**config.mk**
```make
export PLATFORM = sky130hd
export DESIGN_NAME = pooling_backward_sched_flat
export DESIGN_NICKNAME = d
export VERILOG_FILES = /design/src/rtl/pooling_backward_sched_pkg.sv /design/src/rtl/pooling_backward_sched_if.sv /design/src/rtl/pooling_backward_sched_lat_cnt.sv /design/src/rtl/pooling_backward_sched.sv /design/src/flat_wrapper.sv
export SDC_FILE = /design/constraint.sdc
export NUM_CORES = 1
export LEC_CHECK = 0
export CAP_MARGIN = 10
export CORE_AREA = 2 2 486 488
export DETAILED_ROUTE_END_ITERATION = 8
export DIE_AREA = 0 0 488 490
export GPL_ROUTABILITY_DRIVEN = 1
export PLACE_DENSITY = 0.3
export SLEW_MARGIN = 20
export SYNTH_ARGS = -nofsm -noshare
export SYNTH_HDL_FRONTEND = slang
export SYNTH_HIERARCHICAL = 1
export SYNTH_SLANG_ARGS = --single-unit
export TNS_END_PERCENT = 1
```
**constraint.sdc**
```tcl
create_clock -name clk -period 3.7 [get_ports clk]
set_input_delay 0.74 -clock clk [delete_from_list [all_inputs] [get_ports clk]]
set_output_delay 0.74 -clock clk [all_outputs]
set_load 0.1 [all_outputs]
```
**src/rtl/pooling_backward_sched_pkg.sv**
```systemverilog
// Shared types for the pooling backward scheduler.
// Optional perf counters are enabled with POOL_BWD_PERF_CNT_EN.
package pooling_pkg;

  typedef logic [31:0] word_t;

  localparam int IDX_W = 8;

  typedef enum logic [2:0] {
    S_IDLE,
    S_WAIT_IN,
    S_WAIT_DP,
    S_OUT,
    S_DONE
  } pool_bwd_state_e;

  function automatic int win_w(input int n);
    return (n > 1) ? $clog2(n) : 1;
  endfunction

endpackage

```
**src/rtl/pooling_backward_sched_if.sv**
```systemverilog
// Window-in / result-out valid/ready streams of the scheduler.
// master = stream environment, slave = scheduler.
interface pooling_backward_sched_if
  import pooling_pkg::*;
#(
  parameter int WIDTH = 9,
  parameter int WIN_W = 4
);

  logic                 in_valid;
  logic                 in_ready;
  logic [IDX_W-1:0]     in_idx;
  word_t                in_err;
  word_t [WIDTH-1:0]    in_vect;

  logic                 out_valid;
  logic                 out_ready;
  word_t [WIDTH-1:0]    out_vect;
  logic [WIN_W-1:0]     out_win;

  modport slave (
    input  in_valid, in_idx, in_err, in_vect,
    input  out_ready,
    output in_ready,
    output out_valid, out_vect, out_win
  );

  modport master (
    output in_valid, in_idx, in_err, in_vect,
    output out_ready,
    input  in_ready,
    input  out_valid, out_vect, out_win
  );

endinterface

```
**src/rtl/pooling_backward_sched_lat_cnt.sv**
```systemverilog
// Loadable down-counter with zero flag for the datapath latency wait.
// Stops at zero; load has priority over decrement.
module pool_bwd_lat_cnt #(
  parameter int W = 4
) (
  input  logic         clk,
  input  logic         rst_n,
  input  logic         load,
  input  logic [W-1:0] load_val,
  input  logic         dec,
  output logic         zero
);

  logic [W-1:0] cnt;

  always_ff @(posedge clk or negedge rst_n) begin
    if (!rst_n) begin
      cnt <= '0;
    end else if (load) begin
      cnt <= load_val;
    end else if (dec && cnt != '0) begin
      cnt <= cnt - 1'b1;
    end
  end

  assign zero = (cnt == '0);

endmodule

```
**src/rtl/pooling_backward_sched.sv**
```systemverilog
// One-window-at-a-time sequencer for the pooling backward datapath.
// `define POOL_BWD_PERF_CNT_EN adds stall_in_cnt / stall_out_cnt.
module pooling_backward_sched
  import pooling_pkg::*;
#(
  parameter int K_W         = 3,
  parameter int K_H         = 3,
  parameter int WIDTH       = K_W * K_H,
  parameter int DP_LATENCY  = 8,
  parameter int NUM_WINDOWS = 16,
  localparam int WIN_W      = win_w(NUM_WINDOWS)
) (
  input  logic                clk,
  input  logic                reset_n,
  input  logic                start,
  output logic                busy,
  output logic                done,
  pooling_backward_sched_if.slave io,
  output logic [IDX_W-1:0]    dp_idx,
  output word_t               dp_err,
  output word_t [WIDTH-1:0]   dp_vect,
  input  word_t [WIDTH-1:0]   dp_result,
  output logic                idx_err
`ifdef POOL_BWD_PERF_CNT_EN
  ,
  output word_t               stall_in_cnt,
  output word_t               stall_out_cnt
`endif
);

  localparam int CNT_W = $clog2(NUM_WINDOWS + 1);
  localparam int LAT_W = $clog2(DP_LATENCY + 1);

  pool_bwd_state_e  state;
  pool_bwd_state_e  state_nxt;
  logic [CNT_W-1:0] win_cnt;
  logic             lat_zero;
  logic             hs_in;
  logic             hs_out;
  logic             last_win;
  logic             bad_idx;
  logic             go;

  assign go       = (state == S_IDLE) && start;
  assign hs_in    = io.in_valid && io.in_ready;
  assign hs_out   = io.out_valid && io.out_ready;
  assign last_win = (win_cnt == CNT_W'(NUM_WINDOWS - 1));
  assign bad_idx  = ({24'd0, io.in_idx} >= 32'(WIDTH));

  pool_bwd_lat_cnt #(
    .W (LAT_W)
  ) u_lat (
    .clk      (clk),
    .rst_n    (reset_n),
    .load     (hs_in),
    .load_val (LAT_W'(DP_LATENCY - 1)),
    .dec      (state == S_WAIT_DP),
    .zero     (lat_zero)
  );

  always_ff @(posedge clk or negedge reset_n) begin
    if (!reset_n) state <= S_IDLE;
    else          state <= state_nxt;
  end

  always_comb begin
    state_nxt = state;
    unique case (state)
      S_IDLE:    if (start)    state_nxt = S_WAIT_IN;
      S_WAIT_IN: if (hs_in)    state_nxt = S_WAIT_DP;
      S_WAIT_DP: if (lat_zero) state_nxt = S_OUT;
      S_OUT: begin
        if (hs_out) state_nxt = last_win ? S_DONE : S_WAIT_IN;
      end
      S_DONE:    state_nxt = S_IDLE;
      default:   state_nxt = S_IDLE;
    endcase
  end

  always_comb begin
    busy         = 1'b0;
    done         = 1'b0;
    io.in_ready  = 1'b0;
    io.out_valid = 1'b0;
    unique case (1'b1)
      (state == S_WAIT_IN): begin
        busy        = 1'b1;
        io.in_ready = 1'b1;
      end
      (state == S_WAIT_DP): busy = 1'b1;
      (state == S_OUT): begin
        busy         = 1'b1;
        io.out_valid = 1'b1;
      end
      (state == S_DONE): done = 1'b1;
      default: ;
    endcase
  end

  // Out-of-range index zeroes the error term so the vector passes through.
  always_ff @(posedge clk or negedge reset_n) begin
    if (!reset_n) begin
      dp_idx      <= '0;
      dp_err      <= '0;
      dp_vect     <= '0;
      io.out_vect <= '0;
      io.out_win  <= '0;
      win_cnt     <= '0;
      idx_err     <= 1'b0;
    end else begin
      if (go) begin
        win_cnt <= '0;
        idx_err <= 1'b0;
      end
      if (hs_in) begin
        dp_idx  <= io.in_idx;
        dp_vect <= io.in_vect;
        dp_err  <= bad_idx ? '0 : io.in_err;
        if (bad_idx) idx_err <= 1'b1;
      end
      if (state == S_WAIT_DP && lat_zero) begin
        io.out_vect <= dp_result;
        io.out_win  <= win_cnt[WIN_W-1:0];
      end
      if (hs_out) win_cnt <= win_cnt + 1'b1;
    end
  end

`ifdef POOL_BWD_PERF_CNT_EN
  always_ff @(posedge clk or negedge reset_n) begin
    if (!reset_n) begin
      stall_in_cnt  <= '0;
      stall_out_cnt <= '0;
    end else if (go) begin
      stall_in_cnt  <= '0;
      stall_out_cnt <= '0;
    end else begin
      if (state == S_WAIT_IN && !io.in_valid && stall_in_cnt != '1)
        stall_in_cnt <= stall_in_cnt + 1'b1;
      if (state == S_OUT && !io.out_ready && stall_out_cnt != '1)
        stall_out_cnt <= stall_out_cnt + 1'b1;
    end
  end
`endif

endmodule

```
**src/flat_wrapper.sv**
```systemverilog
// flat-port wrapper written by rule: the top's interface ports become plain ports
module pooling_backward_sched_flat import pooling_pkg::*;
#(
  parameter int K_W         = 3,
  parameter int K_H         = 3,
  parameter int WIDTH       = K_W * K_H,
  parameter int DP_LATENCY  = 8,
  parameter int NUM_WINDOWS = 16,
  localparam int WIN_W      = win_w(NUM_WINDOWS)
)
  (clk, reset_n, start, busy, done, dp_idx, dp_err, dp_vect, dp_result, idx_err, io_in_valid, io_in_idx, io_in_err, io_in_vect, io_out_ready, io_in_ready, io_out_valid, io_out_vect, io_out_win);
  pooling_backward_sched_if #(.WIDTH(WIDTH), .WIN_W((4))) io_i ();
  input  logic clk;
  input  logic reset_n;
  input  logic start;
  output logic busy;
  output logic done;
  output logic [IDX_W-1:0] dp_idx;
  output word_t dp_err;
  output word_t [WIDTH-1:0] dp_vect;
  input  word_t [WIDTH-1:0] dp_result;
  output logic idx_err;
  input wire logic [$bits(io_i.in_valid)-1:0] io_in_valid;
  input wire logic [$bits(io_i.in_idx)-1:0] io_in_idx;
  input wire logic [$bits(io_i.in_err)-1:0] io_in_err;
  input wire logic [$bits(io_i.in_vect)-1:0] io_in_vect;
  input wire logic [$bits(io_i.out_ready)-1:0] io_out_ready;
  output wire logic [$bits(io_i.in_ready)-1:0] io_in_ready;
  output wire logic [$bits(io_i.out_valid)-1:0] io_out_valid;
  output wire logic [$bits(io_i.out_vect)-1:0] io_out_vect;
  output wire logic [$bits(io_i.out_win)-1:0] io_out_win;
  assign io_i.in_valid = io_in_valid;
  assign io_i.in_idx = io_in_idx;
  assign io_i.in_err = io_in_err;
  assign io_i.in_vect = io_in_vect;
  assign io_i.out_ready = io_out_ready;
  assign io_in_ready = io_i.in_ready;
  assign io_out_valid = io_i.out_valid;
  assign io_out_vect = io_i.out_vect;
  assign io_out_win = io_i.out_win;
  pooling_backward_sched #(.K_W(K_W), .K_H(K_H), .WIDTH(WIDTH), .DP_LATENCY(DP_LATENCY), .NUM_WINDOWS(NUM_WINDOWS)) u_core (.clk(clk), .reset_n(reset_n), .start(start), .busy(busy), .done(done), .io(io_i), .dp_idx(dp_idx), .dp_err(dp_err), .dp_vect(dp_vect), .dp_result(dp_result), .idx_err(idx_err));
endmodule
```
==> results by group <==
Status
  – Status: finished clean

Critical path
  – Worst Reg-to-Reg Cells: 6
  – Startpoint type of the worst setup path: flop
  – Worst Setup SP: u_core/dp_vect[206]
  – CP Max Fanout: 2
  – Worst reg-to-reg setup slack: just over 1 ns
  – CP max stage delay: between 1 and 1.5 ns
  – CP arrival: 2.46 ns
  – CP max stage cell: clkdlybuf4s50_1
  – RR Endpoint: u_core/io.out_vect[50]
  – CP top delay family: buffers and inverters
  – CP cell instances: clkdlybuf4s50_1
  – CP bufs+invs: 1
  – WS Path Type: reg2out
  – Reg-to-Reg Start: u_core/u_lat/cnt[0]
  – Critical path depth: 1
  – Critical Path End Type: output port
  – WP data required: around 3.0 ns

Global routing
  – Tot GR Track Use: between 10% and 20%
  – Initial antenna violation count: 96
  – Pin count of the biggest net entering global routing: around 100
  – Met3 Track Usage GR: 7.72%
  – Total gr overflow: 0
  – Number of global-route vias before repair: 21800
  – First-pass GRT wire length: roughly 190000 um
  – M2 GR Usage: 19.3%
  – Met1 usage in global routing: between 10% and 20%
  – Most Used Layer, Global Route: met2

Worst hold path
  – HP Class: in2async

Yosys
  – Post-synth EDFFs: 0
  – Ys flop type: dfrtp_1
  – Top-area cell type share of the netlist area: slightly above 60%
  – Mapped cell area: ~25000 sq um
  – Async set-or-reset flop fraction in the synthesized netlist: 100%
  – Synth Instances: between 2000 and 2500
  – Dominant cells by area after synthesis: dfrtp_1 62%, mux2_4 17%, nand2_1 14%, buf_12 2.5%, buf_2 0.79%
  – Synth cell types: 47
  – Mean Syn Cell Area: 12.2 sq um
  – Register area share after synthesis: approximately 62%
  – Post-synth top cells: 957 x nand2_1, 633 x dfrtp_1, 280 x mux2_4, 40 x buf_2, 35 x o21ai_0
  – Post-synth top area cell: dfrtp_1
  – Most instantiated library cell after synthesis: nand2_1
  – #FFs+latches synth: ~630
  – Yosys warns: 6

CTS
  – Clock Sinks: 633
  – Post_cts resized: 0
  – CTS Root Cell: clkbuf_16
  – Clock-pin transition on the worst setup and hold timing paths: about 0.060 ns
  – Total CTS buffers: 92
  – Max H-tree Level: 3
  – CTS tree: yes
  – Worst skew pair latency: ~0.73 ns
  – CTS Hold Bufs: 0
  – Setup Buffers After CTS: 0
  – Clock buffer depth: 3

Floorplan
  – FP Rows: around 180
  – Die Area: 239000 sq um
  – Io pins: between 1000 and 1500
  – DIE HEIGHT: just under 500 um
  – Starting Density: between 10 and 15%
  – Core Region: 234000 sq um
  – Die width: between 400 and 500 um

Final layout
  – P&R area growth vs syn: 74.2%
  – Register Area: between 15000 and 20000 sq um
  – Layout cells sized above 1: 20.7%
  – Area of the multi-input gates: between 8000 and 9000 sq um
  – Final net count: 4006
  – Final-layout fill cell count: between 20000 and 30000

Timing
  – Setup TNS: 0 ns
  – Max Clock Skew: 0.0305 ns
  – Final Hold Viols: 0
  – Fmax: between 300 and 400 MHz
  – Final setup vio count: 0
  – Worst slew pin tran: between 1 and 1.5 ns
  – Relative slew slack: roughly 24%
  – Final Cycle Share: between 80% and 90%
  – Unrepaired setup endpoints after global routing: no
  – Slew Limit Fails: 0
  – Min Tclk post-route: around 3.2 ns

Routing
  – DR iter-0 viols: 731
  – TritonRoute pass-1 iters: 5
  – Post-DRT Antenna Nets: 0
  – # DRC: 0
  – Drt wl/cell: ~22 um
  – WL final: roughly 140000 um
  – Via-to-Cell Ratio: roughly 3.1
  – Vias: roughly 20000

Place
  – Dpl hpwl: around 110000 um
  – Routability Congestion: between 0.7 and 0.8
  – PortBufs: around 1200

Flow run
  – Maxcap violations: 0
final cells by class:
type | count | area share [%]
sequential | 633 | 35.8
timing repair buffer | 1313 | 28.7
multi-input combinational | 1336 | 19.3
tap | 3150 | 8.91
clock buffer | 142 | 6.17
clock inverter | 25 | 0.832
antenna | 28 | 0.158
inverter | 6 | 0.0679
cell usage in the layout (no fill, tap or decap), types with 2 or more instances in the layout:
cell,synthesis,layout
a211oi_1,2,2
a22o_1,3,3
and2_1,2,2
and2_4,2,2
buf_12,32,19
buf_4,2,250
bufinv_16,0,6
clkbuf_1,28,26
clkbuf_16,0,92
clkbuf_8,0,24
clkdlybuf4s50_1,0,1043
clkinv_2,0,9
clkinv_8,0,2
clkinvlp_4,0,3
conb_1,2,4
dfrtp_1,633,633
diode_2,0,28
ha_1,3,3
inv_1,5,5
inv_16,0,2
mux2_2,12,12
mux2_4,280,280
nand2_1,957,956
nand3_1,2,2
nor2_1,3,3
nor2b_1,2,2
nor3_1,2,2
nor3b_1,4,4
o21ai_0,35,35
kinds of logic after synthesis:
| group | Yosys count | share of synthesized area [%] |
|---|---|---|
| adder cells (fa/ha/maj) | 3 | 0.148 |
| multiplexers | 292 | 17.1 |
| flip-flops | 633 | 62.4 |
| AO/OA/AOI/OAI | 50 | 1.19 |
| buffers and inverters | 119 | 4.09 |
| other | 2 | 0.0296 |
| XOR/XNOR | 1 | 0.0345 |
| AND/OR/NAND/NOR | 986 | 15.1 |
worst max-delay path by stage:
stage	to	slack [ns]
floorplan	io_in_ready	0.21
global placement	u_core/dp_vect[165]	0.78
detailed placement	u_core/dp_vect[112]	0.78
CTS	dp_vect[206]	0.42
global route	dp_vect[206]	0.42
finish	dp_vect[206]	0.50
state kept, by name, summed over array words and instances (netlist names):
| signal | cells |
|---|---|
| u_core/io.out_vect | 288 |
| u_core/state | 3 |
| u_core/u_lat/cnt | 4 |
| u_core/dp_err | 32 |
| u_core/win_cnt | 5 |
| u_core/dp_vect | 288 |
| u_core/dp_idx | 8 |
| u_core/io.out_win | 4 |
| u_core/idx_err | 1 |
through the flow:
step / hold WS [ns] / setup WS, ns / util (%) / std cells / area [sq um]
5_1_grt: 0.0356 / 0.420 / 18.9 / 6611 / 44200
6_report: 0.0702 / 0.497 / 18.9 / 6633 / 44200
4_1_cts: 0.0215 / 0.423 / 18.9 / 6605 / 44200
3_3_place_gp: 0.457 / 0.779 / 17.5 / 6438 / 41100
2_1_floorplan: 0.444 / 0.212 / - / 2088 / 25400
3_5_place_dp: 0.461 / 0.779 / 17.5 / 6438 / 41100
metal layers:
metal  up-vias  share of wire (%)
met5         -               0.53
met4       106                2.1
met3       249                 14
met2       929                 47
met1      9635                 37
li1       9339                  -
Power is left out: the tool's default activity adds up to more than one toggle a clock period on the data nets, which glitch-free logic cannot reach.
